[src/rtl/frame_mem_writer_pkg.sv]
// Shared types and constants for the frame buffer write stage.
package frame_mem_writer_pkg;

  typedef enum logic [1:0] {
    IDLE,
    WAIT_DE,
    ACTIVE
  } Wstate_t;

  localparam int unsigned PIX_PER_WORD = 4;
  localparam logic [15:0] CRC16_INIT   = 16'hFFFF;
  localparam logic [15:0] CRC16_POLY   = 16'h1021;

endpackage

[src/rtl/frame_mem_writer_if.sv]
// Pixel stream in and FRAMEMEM write port out; master is the writer side.
interface frame_mem_writer_if #(
  parameter int DATA_WIDTH = 24,
  parameter int ADDR_WIDTH = 15
);
  logic                    i_vsync;
  logic                    i_de;
  logic [DATA_WIDTH-1:0]   i_data;
  logic                    o_fmem_csn;
  logic                    o_fmem_wen;
  logic [ADDR_WIDTH-1:0]   o_fmem_addr;
  logic [4*DATA_WIDTH-1:0] o_fmem_din;

  modport master (
    input  i_vsync, i_de, i_data,
    output o_fmem_csn, o_fmem_wen, o_fmem_addr, o_fmem_din
  );

  modport slave (
    output i_vsync, i_de, i_data,
    input  o_fmem_csn, o_fmem_wen, o_fmem_addr, o_fmem_din
  );
endinterface

[src/rtl/frame_mem_writer_crc16.sv]
// CRC-16-CCITT update over one 24-bit pixel, MSB first (built only with FMEM_WR_CRC_EN).
`ifdef FMEM_WR_CRC_EN
module crc16_ccitt24
  import frame_mem_writer_pkg::*;
(
  input  logic [15:0] crc,
  input  logic [23:0] data,
  output logic [15:0] crc_next
);
  logic        fb;
  logic [15:0] acc;

  always_comb begin
    acc = crc;
    fb  = 1'b0;
    for (int unsigned i = 0; i < 24; i++) begin
      fb  = acc[15] ^ data[23 - i];
      acc = {acc[14:0], 1'b0} ^ (fb ? CRC16_POLY : 16'h0000);
    end
    crc_next = acc;
  end
endmodule
`endif

[src/rtl/frame_mem_writer.sv]
// Packs four pixels per FRAMEMEM word, tracks line/frame geometry and errors.
// Optional frame CRC enabled by FMEM_WR_CRC_EN; otherwise o_frame_crc is 0.
module frame_mem_writer
  import frame_mem_writer_pkg::*;
#(
  parameter int DATA_WIDTH = 24,
  parameter int HRES       = 320,
  parameter int VRES       = 240,
  parameter int ADDR_DEPTH = HRES * VRES / 4,
  parameter int ADDR_WIDTH = $clog2(ADDR_DEPTH)
) (
  input  logic                      i_clk,
  input  logic                      rst,
  frame_mem_writer_if.master        bus,
  output logic                      o_frame_done,
  output logic                      o_err_line,
  output logic                      o_err_frame,
  output logic [15:0]               o_frame_crc
);

  localparam int PIX_W   = $clog2(HRES + 2);
  localparam int LINE_W  = $clog2(VRES + 1);
  localparam int WADDR_W = $clog2(ADDR_DEPTH + 1);

  localparam logic [PIX_W-1:0]   PIX_FULL  = PIX_W'(HRES);
  localparam logic [PIX_W-1:0]   PIX_SAT   = PIX_W'(HRES + 1);
  localparam logic [LINE_W-1:0]  LINE_MAX  = LINE_W'(VRES);
  localparam logic [LINE_W-1:0]  LINE_LAST = LINE_W'(VRES - 1);
  localparam logic [WADDR_W-1:0] ADDR_END  = WADDR_W'(ADDR_DEPTH);

  Wstate_t state, state_nxt;

  logic                                      vsync_q;
  logic                                      de_q;
  logic [1:0]                                lane_cnt;
  logic [PIX_W-1:0]                          pix_cnt;
  logic [LINE_W-1:0]                         line_cnt;
  logic [WADDR_W-1:0]                        waddr;
  logic [PIX_PER_WORD-1:0][DATA_WIDTH-1:0]   pack;
  logic                                      done_pend;
  logic                                      err_clr;

  logic                    vs_rise, in_frame, pix_in, pix_wr, line_end;
  logic                    premature, frame_end, wr_req, overflow;
  logic [1:0]              lane_cur;
  logic [WADDR_W-1:0]      addr_cur;
  logic [PIX_W-1:0]        pix_cur;
  logic [4*DATA_WIDTH-1:0] wr_din;

  always_ff @(posedge i_clk) begin
    if (rst) state <= IDLE;
    else     state <= state_nxt;
  end

  always_comb begin
    state_nxt = state;
    if (vs_rise) begin
      state_nxt = WAIT_DE;
    end else begin
      case (state)
        IDLE:    state_nxt = IDLE;
        WAIT_DE: if (bus.i_de)  state_nxt = ACTIVE;
        ACTIVE:  if (!bus.i_de) state_nxt = WAIT_DE;
        default: state_nxt = IDLE;
      endcase
    end
  end

  // A vsync rise restarts the frame in the same cycle, so the *_cur values
  // let a coincident pixel land in lane 0 of address 0.
  always_comb begin
    vs_rise   = bus.i_vsync && !vsync_q;
    lane_cur  = vs_rise ? '0 : lane_cnt;
    addr_cur  = vs_rise ? '0 : waddr;
    pix_cur   = vs_rise ? '0 : pix_cnt;
    in_frame  = (state != IDLE) || vs_rise;
    pix_in    = in_frame && bus.i_de;
    pix_wr    = pix_in && (vs_rise || line_cnt != LINE_MAX);
    line_end  = !vs_rise && de_q && !bus.i_de;
    premature = vs_rise && line_cnt != '0 && line_cnt != LINE_MAX;
    frame_end = line_end && line_cnt == LINE_LAST;
    wr_req    = 1'b0;
    wr_din    = '0;
    if (pix_wr && lane_cur == 2'd3) begin
      wr_req = 1'b1;
      wr_din = {bus.i_data, pack[2], pack[1], pack[0]};
    end else if (line_end && lane_cnt != 2'd0) begin
      wr_req = 1'b1;
      wr_din = pack;
    end
    overflow = wr_req && addr_cur == ADDR_END;
  end

  always_ff @(posedge i_clk) begin
    if (rst) begin
      vsync_q         <= bus.i_vsync;
      de_q            <= 1'b0;
      lane_cnt        <= '0;
      pix_cnt         <= '0;
      line_cnt        <= '0;
      waddr           <= '0;
      pack            <= '0;
      done_pend       <= 1'b0;
      err_clr         <= 1'b0;
      bus.o_fmem_csn  <= 1'b1;
      bus.o_fmem_wen  <= 1'b1;
      bus.o_fmem_addr <= '0;
      bus.o_fmem_din  <= '0;
      o_frame_done    <= 1'b0;
      o_err_line      <= 1'b0;
      o_err_frame     <= 1'b0;
    end else begin
      vsync_q        <= bus.i_vsync;
      de_q           <= pix_in;
      bus.o_fmem_csn <= 1'b1;
      bus.o_fmem_wen <= 1'b1;
      o_frame_done   <= done_pend;
      done_pend      <= 1'b0;
      err_clr        <= 1'b0;
      if (err_clr) o_err_frame <= 1'b0;

      // Premature-frame error is raised on the frame-start edge and
      // withdrawn one cycle later through err_clr.
      if (vs_rise) begin
        waddr       <= '0;
        lane_cnt    <= '0;
        pix_cnt     <= '0;
        line_cnt    <= '0;
        pack        <= '0;
        o_err_line  <= 1'b0;
        o_err_frame <= premature;
        err_clr     <= premature;
      end

      if (pix_in) begin
        if (pix_cur != PIX_SAT) pix_cnt <= pix_cur + PIX_W'(1);
        if (!pix_wr) o_err_frame <= 1'b1;
      end

      if (pix_wr) begin
        lane_cnt <= lane_cur + 2'd1;
        if (lane_cur == 2'd3) pack <= '0;
        else                  pack[lane_cur] <= bus.i_data;
      end

      if (line_end) begin
        if (pix_cnt != PIX_FULL) o_err_line <= 1'b1;
        lane_cnt <= '0;
        pix_cnt  <= '0;
        pack     <= '0;
        if (line_cnt != LINE_MAX) line_cnt <= line_cnt + LINE_W'(1);
        if (frame_end) begin
          if (lane_cnt != 2'd0) done_pend    <= 1'b1;
          else                  o_frame_done <= 1'b1;
        end
      end

      if (wr_req) begin
        if (overflow) begin
          o_err_frame <= 1'b1;
        end else begin
          bus.o_fmem_csn  <= 1'b0;
          bus.o_fmem_wen  <= 1'b0;
          bus.o_fmem_addr <= addr_cur[ADDR_WIDTH-1:0];
          bus.o_fmem_din  <= wr_din;
          waddr           <= addr_cur + WADDR_W'(1);
        end
      end
    end
  end

`ifdef FMEM_WR_CRC_EN
  logic [15:0] crc_run, crc_base, crc_step;
  logic [23:0] crc_pix;

  always_comb begin
    crc_base = vs_rise ? CRC16_INIT : crc_run;
    crc_pix  = 24'(bus.i_data);
  end

  crc16_ccitt24 u_crc (
    .crc      (crc_base),
    .data     (crc_pix),
    .crc_next (crc_step)
  );

  always_ff @(posedge i_clk) begin
    if (rst) begin
      crc_run     <= CRC16_INIT;
      o_frame_crc <= '0;
    end else begin
      if (vs_rise)   crc_run     <= CRC16_INIT;
      if (pix_wr)    crc_run     <= crc_step;
      if (frame_end) o_frame_crc <= crc_run;
    end
  end
`else
  assign o_frame_crc = '0;
`endif

endmodule

[src/flat_wrapper.sv]
// flat-port wrapper written by rule: the top's interface ports become plain ports
module frame_mem_writer_flat import frame_mem_writer_pkg::*;
#(
  parameter int DATA_WIDTH = 24,
  parameter int HRES       = 320,
  parameter int VRES       = 240,
  parameter int ADDR_DEPTH = HRES * VRES / 4,
  parameter int ADDR_WIDTH = $clog2(ADDR_DEPTH)
)
  (i_clk, rst, o_frame_done, o_err_line, o_err_frame, o_frame_crc, bus_i_vsync, bus_i_de, bus_i_data, bus_o_fmem_csn, bus_o_fmem_wen, bus_o_fmem_addr, bus_o_fmem_din);
  frame_mem_writer_if #(.DATA_WIDTH(DATA_WIDTH), .ADDR_WIDTH(ADDR_WIDTH)) bus_i ();
  input  logic i_clk;
  input  logic rst;
  output logic o_frame_done;
  output logic o_err_line;
  output logic o_err_frame;
  output logic [15:0] o_frame_crc;
  input wire logic [$bits(bus_i.i_vsync)-1:0] bus_i_vsync;
  input wire logic [$bits(bus_i.i_de)-1:0] bus_i_de;
  input wire logic [$bits(bus_i.i_data)-1:0] bus_i_data;
  output wire logic [$bits(bus_i.o_fmem_csn)-1:0] bus_o_fmem_csn;
  output wire logic [$bits(bus_i.o_fmem_wen)-1:0] bus_o_fmem_wen;
  output wire logic [$bits(bus_i.o_fmem_addr)-1:0] bus_o_fmem_addr;
  output wire logic [$bits(bus_i.o_fmem_din)-1:0] bus_o_fmem_din;
  assign bus_i.i_vsync = bus_i_vsync;
  assign bus_i.i_de = bus_i_de;
  assign bus_i.i_data = bus_i_data;
  assign bus_o_fmem_csn = bus_i.o_fmem_csn;
  assign bus_o_fmem_wen = bus_i.o_fmem_wen;
  assign bus_o_fmem_addr = bus_i.o_fmem_addr;
  assign bus_o_fmem_din = bus_i.o_fmem_din;
  frame_mem_writer #(.DATA_WIDTH(DATA_WIDTH), .HRES(HRES), .VRES(VRES), .ADDR_DEPTH(ADDR_DEPTH), .ADDR_WIDTH(ADDR_WIDTH)) u_core (.i_clk(i_clk), .rst(rst), .bus(bus_i), .o_frame_done(o_frame_done), .o_err_line(o_err_line), .o_err_frame(o_err_frame), .o_frame_crc(o_frame_crc));
endmodule
[config.mk]
export PLATFORM = sky130hd
export DESIGN_NAME = frame_mem_writer_flat
export DESIGN_NICKNAME = d
export VERILOG_FILES = /design/src/rtl/frame_mem_writer_pkg.sv /design/src/rtl/frame_mem_writer_if.sv /design/src/rtl/frame_mem_writer_crc16.sv /design/src/rtl/frame_mem_writer.sv /design/src/flat_wrapper.sv
export SDC_FILE = /design/constraint.sdc
export NUM_CORES = 1
export LEC_CHECK = 0
export ABC_AREA = 1
export ABC_CLOCK_PERIOD_IN_PS = 5350
export CAP_MARGIN = 10
export CORE_MARGIN = 2
export CORE_UTILIZATION = 45
export CTS_CLUSTER_DIAMETER = 100
export DETAILED_ROUTE_END_ITERATION = 16
export PLACE_DENSITY = 0.69
export SKIP_CTS_REPAIR_TIMING = 1
export SLEW_MARGIN = 30
export SYNTH_ARGS = -nofsm -noshare
export SYNTH_HDL_FRONTEND = slang
export SYNTH_HIERARCHICAL = 1
export SYNTH_SLANG_ARGS = --single-unit
[constraint.sdc]
create_clock -name i_clk -period 5.35 [get_ports i_clk]
set_input_delay 0.8025 -clock i_clk [delete_from_list [all_inputs] [get_ports i_clk]]
set_output_delay 0.8025 -clock i_clk [all_outputs]
set_load 0.01 [all_outputs]
# Yosys cells after proc, flatten, opt, wreduce, memory -nomap -nowiden
# Index checks and enable logic that the tools add are counted.
# Widths: inputs -> output; s select.
dict set report word_totals {
  output_inout_bits 132
  word_cells 111
  in_bits 28
  register_bits 251
}
dict set report classes {
  eq_ne 12
  mux 40
  reduce_logical 28
  addsub 4
  bitwise 5
  order_cmp 2
}
# operator count
set op_table {}
lappend op_table {{$mux 96} 6}
lappend op_table {{$bwmux 96} 1}
lappend op_table {{$demux 24 s2} 1}
lappend op_table {{$mux 15} 3}
lappend op_table {{$mux 9} 3}
lappend op_table {{$mux 24} 1}
lappend op_table {{$mux 8} 3}
lappend op_table {{$ne 9x9->1 const B} 2}
lappend op_table {{$mux 1} 17}
lappend op_table {{$add 15x1->15 const B} 1}
lappend op_table {{$eq 15x15->1 const B} 1}
lappend op_table {{$logic_and 1x1->1} 12}
lappend op_table {{$add 9x1->9 const B} 1}
lappend op_table {{$add 8x1->8 const B} 1}
lappend op_table {{$eq 8x8->1 const B} 1}
lappend op_table {{$mux 2} 4}
lappend op_table {{$ne 8x8->1 const B} 1}
lappend op_table {{$reduce_bool 8->1} 1}
lappend op_table {{$reduce_or 2->1} 4}
lappend op_table {{$ne 3x2->1 const B} 2}
lappend op_table {{$reduce_and 2->1} 3}
lappend op_table {{$not 1->1} 5}
lappend op_table {{$eq 2x2->1 const B} 2}
lappend op_table {{$ne 2x2->1 const B} 2}
lappend op_table {{other kinds (9)} 13}

# Logic depth before layout (Yosys ltp)
# Gate-level depths: netlist of the first run.
dict set report logic_depth {
  depth_word 11
  ltp_mapped 18
  ltp_nobuf 14
}

# Worst setup path after synthesis of the first run
# OpenSTA, ideal clock, no wires.
dict set report synth_path {
  path_kind {input port to flip-flop}
  start {input bus_i_vsync}
  end {register u_core.bus.o_fmem_addr[10]}
  arrival_ns 2.547
  setup_time_ns 0.113
  setup_slack_ns 2.690
  n_path_buf 5
  stages 17
  required_time_ns 5.237
  cell_sequence {nand2_4 buf_6 buf_4 buf_2 nand2_1 ha_1 inv_1 nor2_1 nand3_1 nor2_1 nand3_2 nand2_2 inv_2 buf_4 buf_2 nor2_1 nor2_1}
}
dict set report synth_via {
  elab_chain_len 10
  elab_cells_between_ends 19
  cone_classes {eq/ne (2); mux (4); bitwise (1); reduce/logical (12)}
}
# element line
set synth_rtl {}
lappend synth_rtl {{from (decl)} flat_wrapper.sv:18} ;# input wire logic [$bits(bus_i.i_vsync)-1:0] bus_i_vsync;
lappend synth_rtl {{$logic_and 1x1->1 *} frame_mem_writer.sv:72} ;# vs_rise = bus.i_vsync && !vsync_q;
lappend synth_rtl {{$logic_not 1->1} frame_mem_writer.sv:79} ;# line_end = !vs_rise && de_q && !bus.i_de;
lappend synth_rtl {{$logic_and 1x1->1 (2 in a row)} frame_mem_writer.sv:79}
lappend synth_rtl {{$logic_and 1x1->1} frame_mem_writer.sv:87} ;# end else if (line_end && lane_cnt != 2'd0) begin
lappend synth_rtl {{$mux 1} frame_mem_writer.sv:87}
lappend synth_rtl {{$mux 1} frame_mem_writer.sv:84} ;# if (pix_wr && lane_cur == 2'd3) begin
lappend synth_rtl {{$logic_and 1x1->1} frame_mem_writer.sv:91} ;# overflow = wr_req && addr_cur == ADDR_END;
lappend synth_rtl {{$not 1->1 (no source line)} -}
lappend synth_rtl {{$reduce_and 2->1 (no source line)} -}
lappend synth_rtl {{to (signal assigned)} frame_mem_writer.sv:164} ;# bus.o_fmem_addr <= addr_cur[ADDR_WIDTH-1:0];
lappend synth_rtl {{to (decl)} frame_mem_writer_if.sv:16} ;# output o_fmem_csn, o_fmem_wen, o_fmem_addr, o_fmem_din
# Every way passes the cells marked *; elsewhere a longest branch is shown, timed or not.
# A chain may end at the register's enable or synchronous reset.

# Final worst setup path of the first run
dict set report layout_path {
  start {input bus_i_vsync}
  end {register u_core.bus.o_fmem_din[3]}
}
dict set report layout_via {
  elab_chain_len 10
  elab_cells_between_ends 21
  cone_classes {eq/ne (2); mux (6); bitwise (1); reduce/logical (12)}
}
# element line
set layout_rtl {}
lappend layout_rtl {{$logic_and 1x1->1 *} frame_mem_writer.sv:72}
lappend layout_rtl {{$logic_not 1->1} frame_mem_writer.sv:79}
lappend layout_rtl {{$logic_and 1x1->1 (2 in a row)} frame_mem_writer.sv:79}
lappend layout_rtl {{$logic_and 1x1->1} frame_mem_writer.sv:87}
lappend layout_rtl {{$mux 1} frame_mem_writer.sv:87}
lappend layout_rtl {{$mux 1} frame_mem_writer.sv:84}
lappend layout_rtl {{$logic_and 1x1->1} frame_mem_writer.sv:91}
lappend layout_rtl {{$not 1->1 (no source line)} -}
lappend layout_rtl {{$reduce_and 2->1 (no source line)} -}
lappend layout_rtl {{to (signal assigned)} frame_mem_writer.sv:165} ;# bus.o_fmem_din <= wr_din;
lappend layout_rtl {{to (decl)} frame_mem_writer_if.sv:16}
# Marks and branches as above.

==> reports/metrics.yaml, run 1 <==
cp-end-kind: "flop"
power_per_cell_area_mw_per_mm2: 319
crit_path_frequent_cell: "nor2_1"
clkPwrFrac: 0.462
synth_edf_count: 0
syn_area_sq_mm: 0.0103
ys_seq_elements: 251
synthCells: 1429
nFillCells: 2141
synth.distinct_cells: 32
fin_skew_ns: 0.0168
synth_top_area_frac: 0.487
antenna_found_initial: 0
tightest_slew_ns: 0.973
critPathArrivalTime_ns: 4.28
grt_util_all_layers: 0.221
vdd_ir_drop_max_mv: 0.211
syn_area_per_cell_sq_um: 7.22
path_class: "in -> reg"
relSlewSlack: 0.349
synthToLayoutAreaGrowth_pct: 22.4
io_pins: 160
postRouteAntennaNets: 0
yosysMostFrequentCell: "nor2_1"
ys_top_cells_by_count: "nor2_1 (352), nand2_1 (333), dfxtp_1 (251), inv_1 (79), a211oi_1 (73)"
cts_tree: "yes"
vias: 9195
cts.sinks: 251
crit_slowest_cell: "inv_2"
clkLatencyLatePin_ns: 0.53
setup_viol: 0
switching_share: 0.225
cp-start-kind: "primary input"
status: "finished clean"
worstPathRequired_ns: 5.81
crit_fanout: 56
synth_area_leaders: "dfxtp_1 (49%), nor2_1 (13%), nand2_1 (12%)"
yosysSeqAreaShare: 0.487
first_pass_iters: 6
final.setup.tns_ns: 0
drv_cap: 0
grt_pass1_vias: 8215
vias_per_cell: 5.04
rows: 55
path_delay_family: "buffers and inverters"
slew_violations: 0
route.detailed.drc: 0
die_w_microns: 155
pre_cts_ws_ns: 1.03
post-dp-hpwl_microns: 17400
pwr-share-comb: 0.061
synth_flop_cell: "dfxtp_1"
drt_iter0_drc: 841
start_util: 0.457
p_int_uw: 3120
sequentialPowerShare: 0.478
grt_max_degree: 139
crit_path_cell_trace: "clkdlybuf4s50_1 > nand2_4 > buf_4 > nand2_1 > nand2_1 > nor2_1 > nand3_2 > nand2_4 > inv_2 > buf_4 > nor2_1 > nor2_1"
worst_slack_ns: 1.54
rsz0062_at_grt: "no"
overflow: 0
clk_pin_slew_worst_paths_ns: 0.06
core-area_sq_mm: 0.0226
routed_wl_microns: 27300
power.net_switching_uw: 904
min_path_type: "reg -> reg"
dieArea_sq_mm: 0.0242
cts_buffers: 26
place.gp.congestion: 0.867
yosysWarnings: 6
antennaDiodeCount: 0
nets: 1560
wl_per_cell_microns: 15.0
h-tree-depth: 1
io_buffer_count: 143
cts_buffer_depth: 3
cts_root_buffer: "clkbuf_16"
crit_buf_inv: 4
drive_gt1_frac: 0.0409
p_leak_uw: 0.00506
fmax_mhz: 262
crit_path_max_incr_delay_ns: 0.65
timing.final.crit_share: 0.713
fin_crit_ns: 3.81
synth_top_area_cell: "dfxtp_1"
die_height_microns: 155
synthArstFlopShare: 0
final_hold_viol_count: 0
grt_pass1_wl_microns: 43500
-- per-stage QoR --
stage,instances,total power [uW],hold slack (ns),util,instance area (sq um)
4_1_cts,1825,4050,0.442,0.559,12600
5_1_grt,1825,4160,0.452,0.559,12600
3_5_place_dp,1779,2200,0.433,0.520,11700
3_3_place_gp,1779,2200,0.430,0.520,11700
2_1_floorplan,1444,2110,0.406,-,10400
6_report,1825,4020,0.441,0.559,12600
-- registers in the layout, indices dropped and copies added (netlist names) --
name / flops
u_core/waddr: 15
u_core/lane_cnt: 2
u_core/done_pend: 1
u_core/line_cnt: 8
u_core/bus.o_fmem_addr: 15
u_core/o_frame_done: 1
u_core/pack: 96
u_core/err_clr: 1
u_core/vsync_q: 1
u_core/bus.o_fmem_wen: 1
u_core/de_q: 1
u_core/o_err_frame: 1
u_core/pix_cnt: 9
u_core/state: 2
u_core/bus.o_fmem_din: 96
u_core/o_err_line: 1
-- logic make-up after synthesis --
| logic type | count (synthesis) | synth area share |
|---|---|---|
| and+or+nand+nor | 756 | 0.288 |
| xor gates and xnor gates | 7 | 0.00594 |
| AOI/OAI and AO/OA | 213 | 0.122 |
| buffers and inverters | 191 | 0.0841 |
| other | 1 | 0.000364 |
| adders and majority gates | 10 | 0.0121 |
| DFF | 251 | 0.487 |
-- worst reg2reg max path: stages (launching register included) --
cell	delay (ns)
dfxtp_1	0.36
inv_2	0.05
nand2_4	0.32
buf_4	0.59
nand2_1	0.24
nand2_1	0.12
nor2_1	0.06
nand3_2	0.14
nand2_4	0.08
inv_2	0.65
buf_4	0.53
nor2_1	0.09
nor2_1	0.13
-- path summary, 6_finish.rpt --
check,start,to,slack (ns),cells past startpoint
setup / recovery,bus_i_vsync,u_core/bus.o_fmem_din[3]$_SDFFE_PP0P_,1.54,12
hold / removal,u_core/pack[93]$_SDFF_PP0_,u_core/pack[93]$_SDFF_PP0_,0.44,2
setup reg to reg,u_core/vsync_q$_DFF_P_,u_core/bus.o_fmem_din[3]$_SDFFE_PP0P_,1.93,12
hold reg to reg,u_core/pack[93]$_SDFF_PP0_,u_core/pack[93]$_SDFF_PP0_,0.44,2
-- power groups by stage --
stage | sequential, uW | combinational (uW) | clock, uW
2_1_floorplan | 1960 | 146 | 0
3_3_place_gp | 1960 | 238 | 0
3_5_place_dp | 1960 | 241 | 0
4_1_cts | 1920 | 242 | 1880
5_1_grt | 1930 | 266 | 1970
6_report | 1920 | 243 | 1860
-- layout make-up --
class	instances	area (sq um)	area share
Clock inverter	7	146	0.0116
Timing Repair Buffer	154	1550	0.123
Sequential cell	251	5020	0.398
Multi-Input combinational cell	1002	4490	0.356
Tap cell	285	357	0.0282
Inverter	87	327	0.0259
Clock buffer	39	729	0.0578
-- routing by layer --
| metal | vias up | GRT usage | routed length, microns |
|---|---|---|---|
| met1 | 4166 | 0.306 | 12400 |
| met5 | - | 0 | 0 |
| met2 | 271 | 0.357 | 12600 |
| met3 | 46 | 0.0370 | 1710 |
| met4 | 0 | 0.0625 | 643 |
| li1 | 4712 | - | - |
-- layout by cell type, fill, tap and decap left out, types with 2 or more instances in the layout --
cell type        instances
o21ai_1                 62
nand4_1                 10
buf_4                    8
a211oi_1                73
clkinv_1                 2
nor3_2                   2
bufinv_16                4
o21bai_1                 4
xor2_1                   6
nand3_1                 46
nand3b_1                 2
clkdlybuf4s50_1        143
nor2_1                 352
ha_1                    10
inv_2                    7
nand2_1                332
clkbuf_16               26
clkbuf_8                 3
nor2_2                   2
dfxtp_1                251
a21oi_1                 39
clkbuf_1                10
buf_12                   3
clkinv_2                 2
nand2_4                  2
o21ai_0                 34
inv_1                   78
conb_1                  16
nor3_1                   4
(Power assumes the default switching activity.)
==> run 2, diff against run 1 <==
--- a/config.mk
+++ b/config.mk
@@ -6,7 +6,7 @@
 export NUM_CORES = 1
 export LEC_CHECK = 0
 export ABC_AREA = 1
-export ABC_CLOCK_PERIOD_IN_PS = 5350
+export ABC_CLOCK_PERIOD_IN_PS = 3750
 export CAP_MARGIN = 10
 export CORE_MARGIN = 2
 export CORE_UTILIZATION = 45
==> constraint.sdc (replaced) <==
create_clock -name i_clk -period 3.75 [get_ports i_clk]
set_input_delay 0.5625 -clock i_clk [delete_from_list [all_inputs] [get_ports i_clk]]
set_output_delay 0.5625 -clock i_clk [all_outputs]
set_load 0.01 [all_outputs]
==> run 2 against run 1 <==
  * Wire length down 0.18%
  * Combinational power up 47%
  * Sequential share of layout area down 0.66 points
  * Die area unchanged
  * Setup slack worse by 0.49 ns
==> reports/metrics.yaml, run 2 (synthesis gave the netlist of run 1 again) <==
rsz0062_at_grt: "no"
route.detailed.drc: 0  # unchanged
crit_fanout: 76  # +36%
fmax_mhz: 370
antenna_found_initial: 0  # unchanged
status: "finished clean"
mostFrequentLayoutCells: "nor2_1 (352), nand2_1 (332), dfxtp_1 (251)"
fin_hold_ws_ns: 0.442  # +0.00160 ns
path_class: "in -> reg"
cp-end-kind: "flop"
grt_pass1_vias: 8282  # +0.82%
final.setup.tns_ns: 0  # unchanged
final_common_cell: "nor2_1"
grt_pass1_wl_microns: 42900  # -1.4%
grt_max_degree: 114  # -18%
nets: 1565  # +0.32%
clkLatencyLatePin_ns: 0.54  # about the same
cts_root_buffer: "clkbuf_16"
power_per_cell_area_mw_per_mm2: 470  # +48%
drt_iter0_drc: 728  # -13%
h-tree-depth: 1  # unchanged
relSlewSlack: 0.462  # +0.113
final_hold_viol_count: 0  # unchanged
min_path_type: "reg -> reg"
largestRegisters: "u_core/bus.o_fmem_din: 96 flops, u_core/pack: 96 flops"
grt_util_all_layers: 0.219  # -0.00200
postRouteAntennaNets: 0  # unchanged
vias_per_cell: 5.03  # -0.21%
placed_area_sq_mm: 0.0118  # +0.75%
cts_buffer_depth: 3  # unchanged
drv_cap: 0  # unchanged
final_cell_area_sq_mm: 0.0128  # +1.7%
first_pass_iters: 5  # -1
p_leak_uw: 0.00517  # +2.2%
routed_wl_microns: 27300  # -0.18%
die_height_microns: 155  # unchanged
overflow: 0  # unchanged
dieArea_sq_mm: 0.0242  # unchanged
io_pins: 160  # unchanged
cts.sinks: 251  # unchanged
cp-start-kind: "primary input"
worstPathRequired_ns: 4.18  # -1.63 ns
core-area_sq_mm: 0.0226  # unchanged
die_w_microns: 155  # unchanged
drive_gt1_frac: 0.0504  # +0.00951
start_util: 0.457  # unchanged
fin_crit_ns: 2.70
tightest_slew_ns: 0.807  # -0.166 ns
critPathArrivalTime_ns: 3.13  # -1.15 ns
io_buffer_count: 143  # unchanged
post-dp-hpwl_microns: 17800  # +2.7%
cts_tree: "yes"
cts_buffers: 26  # unchanged
rows: 55  # unchanged
clk_pin_slew_worst_paths_ns: 0.06  # about the same
wl_per_cell_microns: 14.9  # -0.56%
place.gp.congestion: 0.861  # -0.68%
power_uw: 6040  # +50%
fin_skew_ns: 0.0115  # -0.00538 ns
vias: 9211  # +0.17%
synthToLayoutAreaGrowth_pct: 24.4
slew_violations: 0  # unchanged
timing.final.crit_share: 0.720
vdd_ir_drop_max_mv: 0.273  # +29%
antennaDiodeCount: 0  # unchanged
setup_viol: 0  # unchanged
==> run 2: cell count changes in the layout (fill, tap and decap cells not counted) <==
cell and delta:
clkbuf_1 -8, clkbuf_8 +6, buf_12 +4, bufinv_16 +2
buf_4 +1, clkinv_2 +1, clkinvlp_4 +1
==> run 2: report_power, final <==
| part | internal, uW | leakage (uW) | switching, uW |
|---|---|---|---|
| clock network | 1860 | 0.000491 | 1080 |
| registers | 2720 | 0.00203 | 26.6 |
| logic | 125 | 0.00265 | 232 |
==> run 2: per-stage QoR <==
step / instances / utilization / worst slack, ns
3_3_place_gp: 1784 / 0.524 / 0.654
3_5_place_dp: 1784 / 0.524 / 0.575
4_1_cts: 1832 / 0.569 / 1.12
2_1_floorplan: 1444 / - / 1.33
6_report: 1832 / 0.569 / 1.05
5_1_grt: 1832 / 0.569 / 0.902
==> run 2: final cells by class <==
cell class | instances | area, sq um
Fill cell | 2115 | 9740
Sequential cell | 251 | 5020
Multi-Input combinational cell | 1002 | 4490
Timing Repair Buffer | 159 | 1640
Clock buffer | 37 | 782
Tap cell | 285 | 357
Inverter | 87 | 327
Clock inverter | 11 | 219
==> run 2: worst max-delay path, cell delays in order <==
cell	delay, ns
clkdlybuf4s50_1	0.54
nand2_4	0.24
nand2_1	0.19
ha_1	0.19
inv_1	0.04
nor2_1	0.09
nand3_1	0.08
nor2_1	0.12
nand3_2	0.16
nand2_4	0.24
inv_2	0.15
buf_12	0.21
nor2_1	0.17
nor2_1	0.06
==> run 2: worst paths after layout <==
path	startpoint	end	slack [ns]	depth (start not counted)
max	bus_i_vsync	u_core/bus.o_fmem_din[13]$_SDFFE_PP0P_	1.05	14
min	u_core/pack[86]$_SDFF_PP0_	u_core/pack[86]$_SDFF_PP0_	0.44	2
max reg2reg	u_core/vsync_q$_DFF_P_	u_core/bus.o_fmem_din[13]$_SDFFE_PP0P_	1.23	11
min reg2reg	u_core/pack[86]$_SDFF_PP0_	u_core/pack[86]$_SDFF_PP0_	0.44	2
==> run 2: per-layer routing <==
layer | global-route usage | vias up | share of wire
met2 | 0.349 | 266 | 0.45
met3 | 0.0362 | 56 | 0.060
met1 | 0.299 | 4164 | 0.46
li1 | - | 4725 | -
met4 | 0.0808 | 0 | 0.032
met5 | 0 | - | 0
==> run 3, diff against run 2 <==
--- a/config.mk
+++ b/config.mk
@@ -6,7 +6,7 @@
 export NUM_CORES = 1
 export LEC_CHECK = 0
 export ABC_AREA = 1
-export ABC_CLOCK_PERIOD_IN_PS = 3750
+export ABC_CLOCK_PERIOD_IN_PS = 2750
 export CAP_MARGIN = 10
 export CORE_MARGIN = 2
 export CORE_UTILIZATION = 45
==> constraint.sdc (replaced) <==
create_clock -name i_clk -period 2.75 [get_ports i_clk]
set_input_delay 0.4125 -clock i_clk [delete_from_list [all_inputs] [get_ports i_clk]]
set_output_delay 0.4125 -clock i_clk [all_outputs]
set_load 0.01 [all_outputs]
==> run 3 against run 2 <==
  * Sequential power is 36% higher
  * First-iteration DRC count is 16% higher
  * Clock skew hardly changed
  * Clock power is 25% higher
  * Critical path type unchanged
==> reports/metrics.yaml, run 3 (synthesis gave the netlist of run 1 again) <==
overflow: 0  # unchanged
start_util: 0.457  # unchanged
h-tree-depth: 1  # unchanged
cts_tree: "yes"
drv_cap: 0  # unchanged
crit_buf_inv: 4  # unchanged
post-dp-hpwl_microns: 17800  # about the same
route.detailed.drc: 0  # unchanged
wl_per_cell_microns: 14.9  # +0.20%
routed_wl_microns: 27500  # +0.96%
worst_slack_ns: 0.636  # -0.413 ns
grt_pass1_vias: 8175  # -1.3%
antenna_found_initial: 0  # unchanged
status: "finished clean"
antennaDiodeCount: 0  # unchanged
relSlewSlack: 0.516  # +0.0542
path_class: "in -> reg"
dieArea_sq_mm: 0.0242  # unchanged
crit_path_max_incr_delay_ns: 0.54  # about the same
vias_per_cell: 5.01  # -0.38%
final.setup.tns_ns: 0  # unchanged
top_layer: "met4"
mostFrequentLayoutCells: "nor2_1 (352), nand2_1 (332), dfxtp_1 (251)"
drt_iter0_drc: 845  # +16%
vdd_ir_drop_max_mv: 0.475  # +74%
cts.sinks: 251  # unchanged
cp-start-kind: "primary input"
met3WireLength_microns: 1410  # -14%
die_height_microns: 155  # unchanged
power_per_cell_area_mw_per_mm2: 614  # +31%
io_buffer_count: 143  # unchanged
synthToLayoutAreaGrowth_pct: 24.8
setup_viol: 0  # unchanged
fin_crit_ns: 2.11
first_pass_iters: 5  # unchanged
clk_pin_slew_worst_paths_ns: 0.06  # about the same
rsz0062_at_grt: "no"
cp-end-kind: "flop"
fmax_mhz: 473
critPathArrivalTime_ns: 2.55  # -0.58 ns
die_w_microns: 155  # unchanged
final_hold_viol_count: 0  # unchanged
fin_hold_ws_ns: 0.436  # -0.00669 ns
final_common_cell: "nor2_1"
path_delay_family: "buffers and inverters"
vias: 9246  # +0.38%
largestRegisters: "u_core/bus.o_fmem_din: 96 flops, u_core/pack: 96 flops"
pre_cts_ws_ns: 0.0620  # -0.513 ns
grt_util_all_layers: 0.220  # +0.000991
grt_max_degree: 89  # -22%
tightest_slew_ns: 0.725  # -0.0812 ns
crit_slowest_cell: "clkdlybuf4s50_1"
timing.final.crit_share: 0.769
worstPathRequired_ns: 3.18  # -1.00 ns
clkLatencyLatePin_ns: 0.55  # about the same
grt_pass1_wl_microns: 43000  # +0.29%
place.gp.congestion: 0.872  # +1.2%
postRouteAntennaNets: 0  # unchanged
rows: 55  # unchanged
crit_path_cell_trace: "clkdlybuf4s50_1 > inv_1 > nor2_2 > nor2_1 > ha_1 > nand3_1 > nand2_1 > nand2_4 > inv_2 > buf_12 > nor2_1 > nor2_1"
crit_fanout: 37  # -51%
io_pins: 160  # unchanged
crit_path_frequent_cell: "nor2_1"
min_path_type: "in -> reg"
fin_skew_ns: 0.0113  # -0.000205 ns
p_leak_uw: 0.00521  # +0.66%
nFillCells: 2138  # +1.1%
m1WireLength_microns: 13000  # +3.7%
cts_root_buffer: "clkbuf_16"
nets: 1579  # +0.89%
drive_gt1_frac: 0.0570  # +0.00659
cts_buffer_depth: 3  # unchanged
wl_met2_microns: 12500  # +2.2%
slew_violations: 0  # unchanged
core-area_sq_mm: 0.0226  # unchanged
cts_buffers: 27  # +3.8%
[run 3: worst reg2reg max path: cells and delay by family (launching register included)]
family | cells | cell delay (ns)
buf+inv | 2 | 0.64
flops | 1 | 0.38
simple gates | 8 | 0.84
fa+ha+maj | 1 | 0.20
[run 3: power by group]
group / total, uW / switching, uW / internal [uW]
Sequential: 3740 / 36.1 / 3700
Combinational: 496 / 318 / 178
Clock: 3670 / 1520 / 2150
Total: 7910 / 1870 / 6030
[run 3: through the flow]
stage               cell area [sq um]  instances  utilization  total power, uW
global placement                12000       1797        0.531             4310
finish                          12900       1846        0.570             7910
detailed placement              12000       1797        0.531             4310
floorplan                       10400       1444            -             4110
global route                    12900       1846        0.570             8160
CTS                             12900       1846        0.570             7950
[run 3: worst paths after layout]
| path | cells past startpoint | endpoint | slack, ns | from |
|---|---|---|---|---|
| setup / recovery | 12 | u_core/bus.o_fmem_din[14]$_SDFFE_PP0P_ | 0.64 | bus_i_vsync |
| hold / removal | 1 | u_core/vsync_q$_DFF_P_ | 0.44 | bus_i_vsync |
| setup reg to reg | 11 | u_core/bus.o_fmem_din[84]$_SDFFE_PP0P_ | 0.64 | u_core/line_cnt[0]$_SDFF_PP0_ |
| hold reg to reg | 2 | u_core/pack[92]$_SDFF_PP0_ | 0.44 | u_core/pack[92]$_SDFF_PP0_ |
[run 3: area by class of cell]
class	count	area, sq um	area share
clock buffers	34	722	0.0561
clock inverters	15	171	0.0133
inverters	87	327	0.0254
multi-input cells	1002	4490	0.349
flip-flops and latches	251	5020	0.390
well taps	285	357	0.0277
repair buffers	172	1790	0.139
[run 3: routing by layer]
metal | vias up | track usage
li1 | 4739 | -
met1 | 4211 | 0.308
met2 | 250 | 0.353
met3 | 46 | 0.0279
met4 | 0 | 0.0721
met5 | - | 0
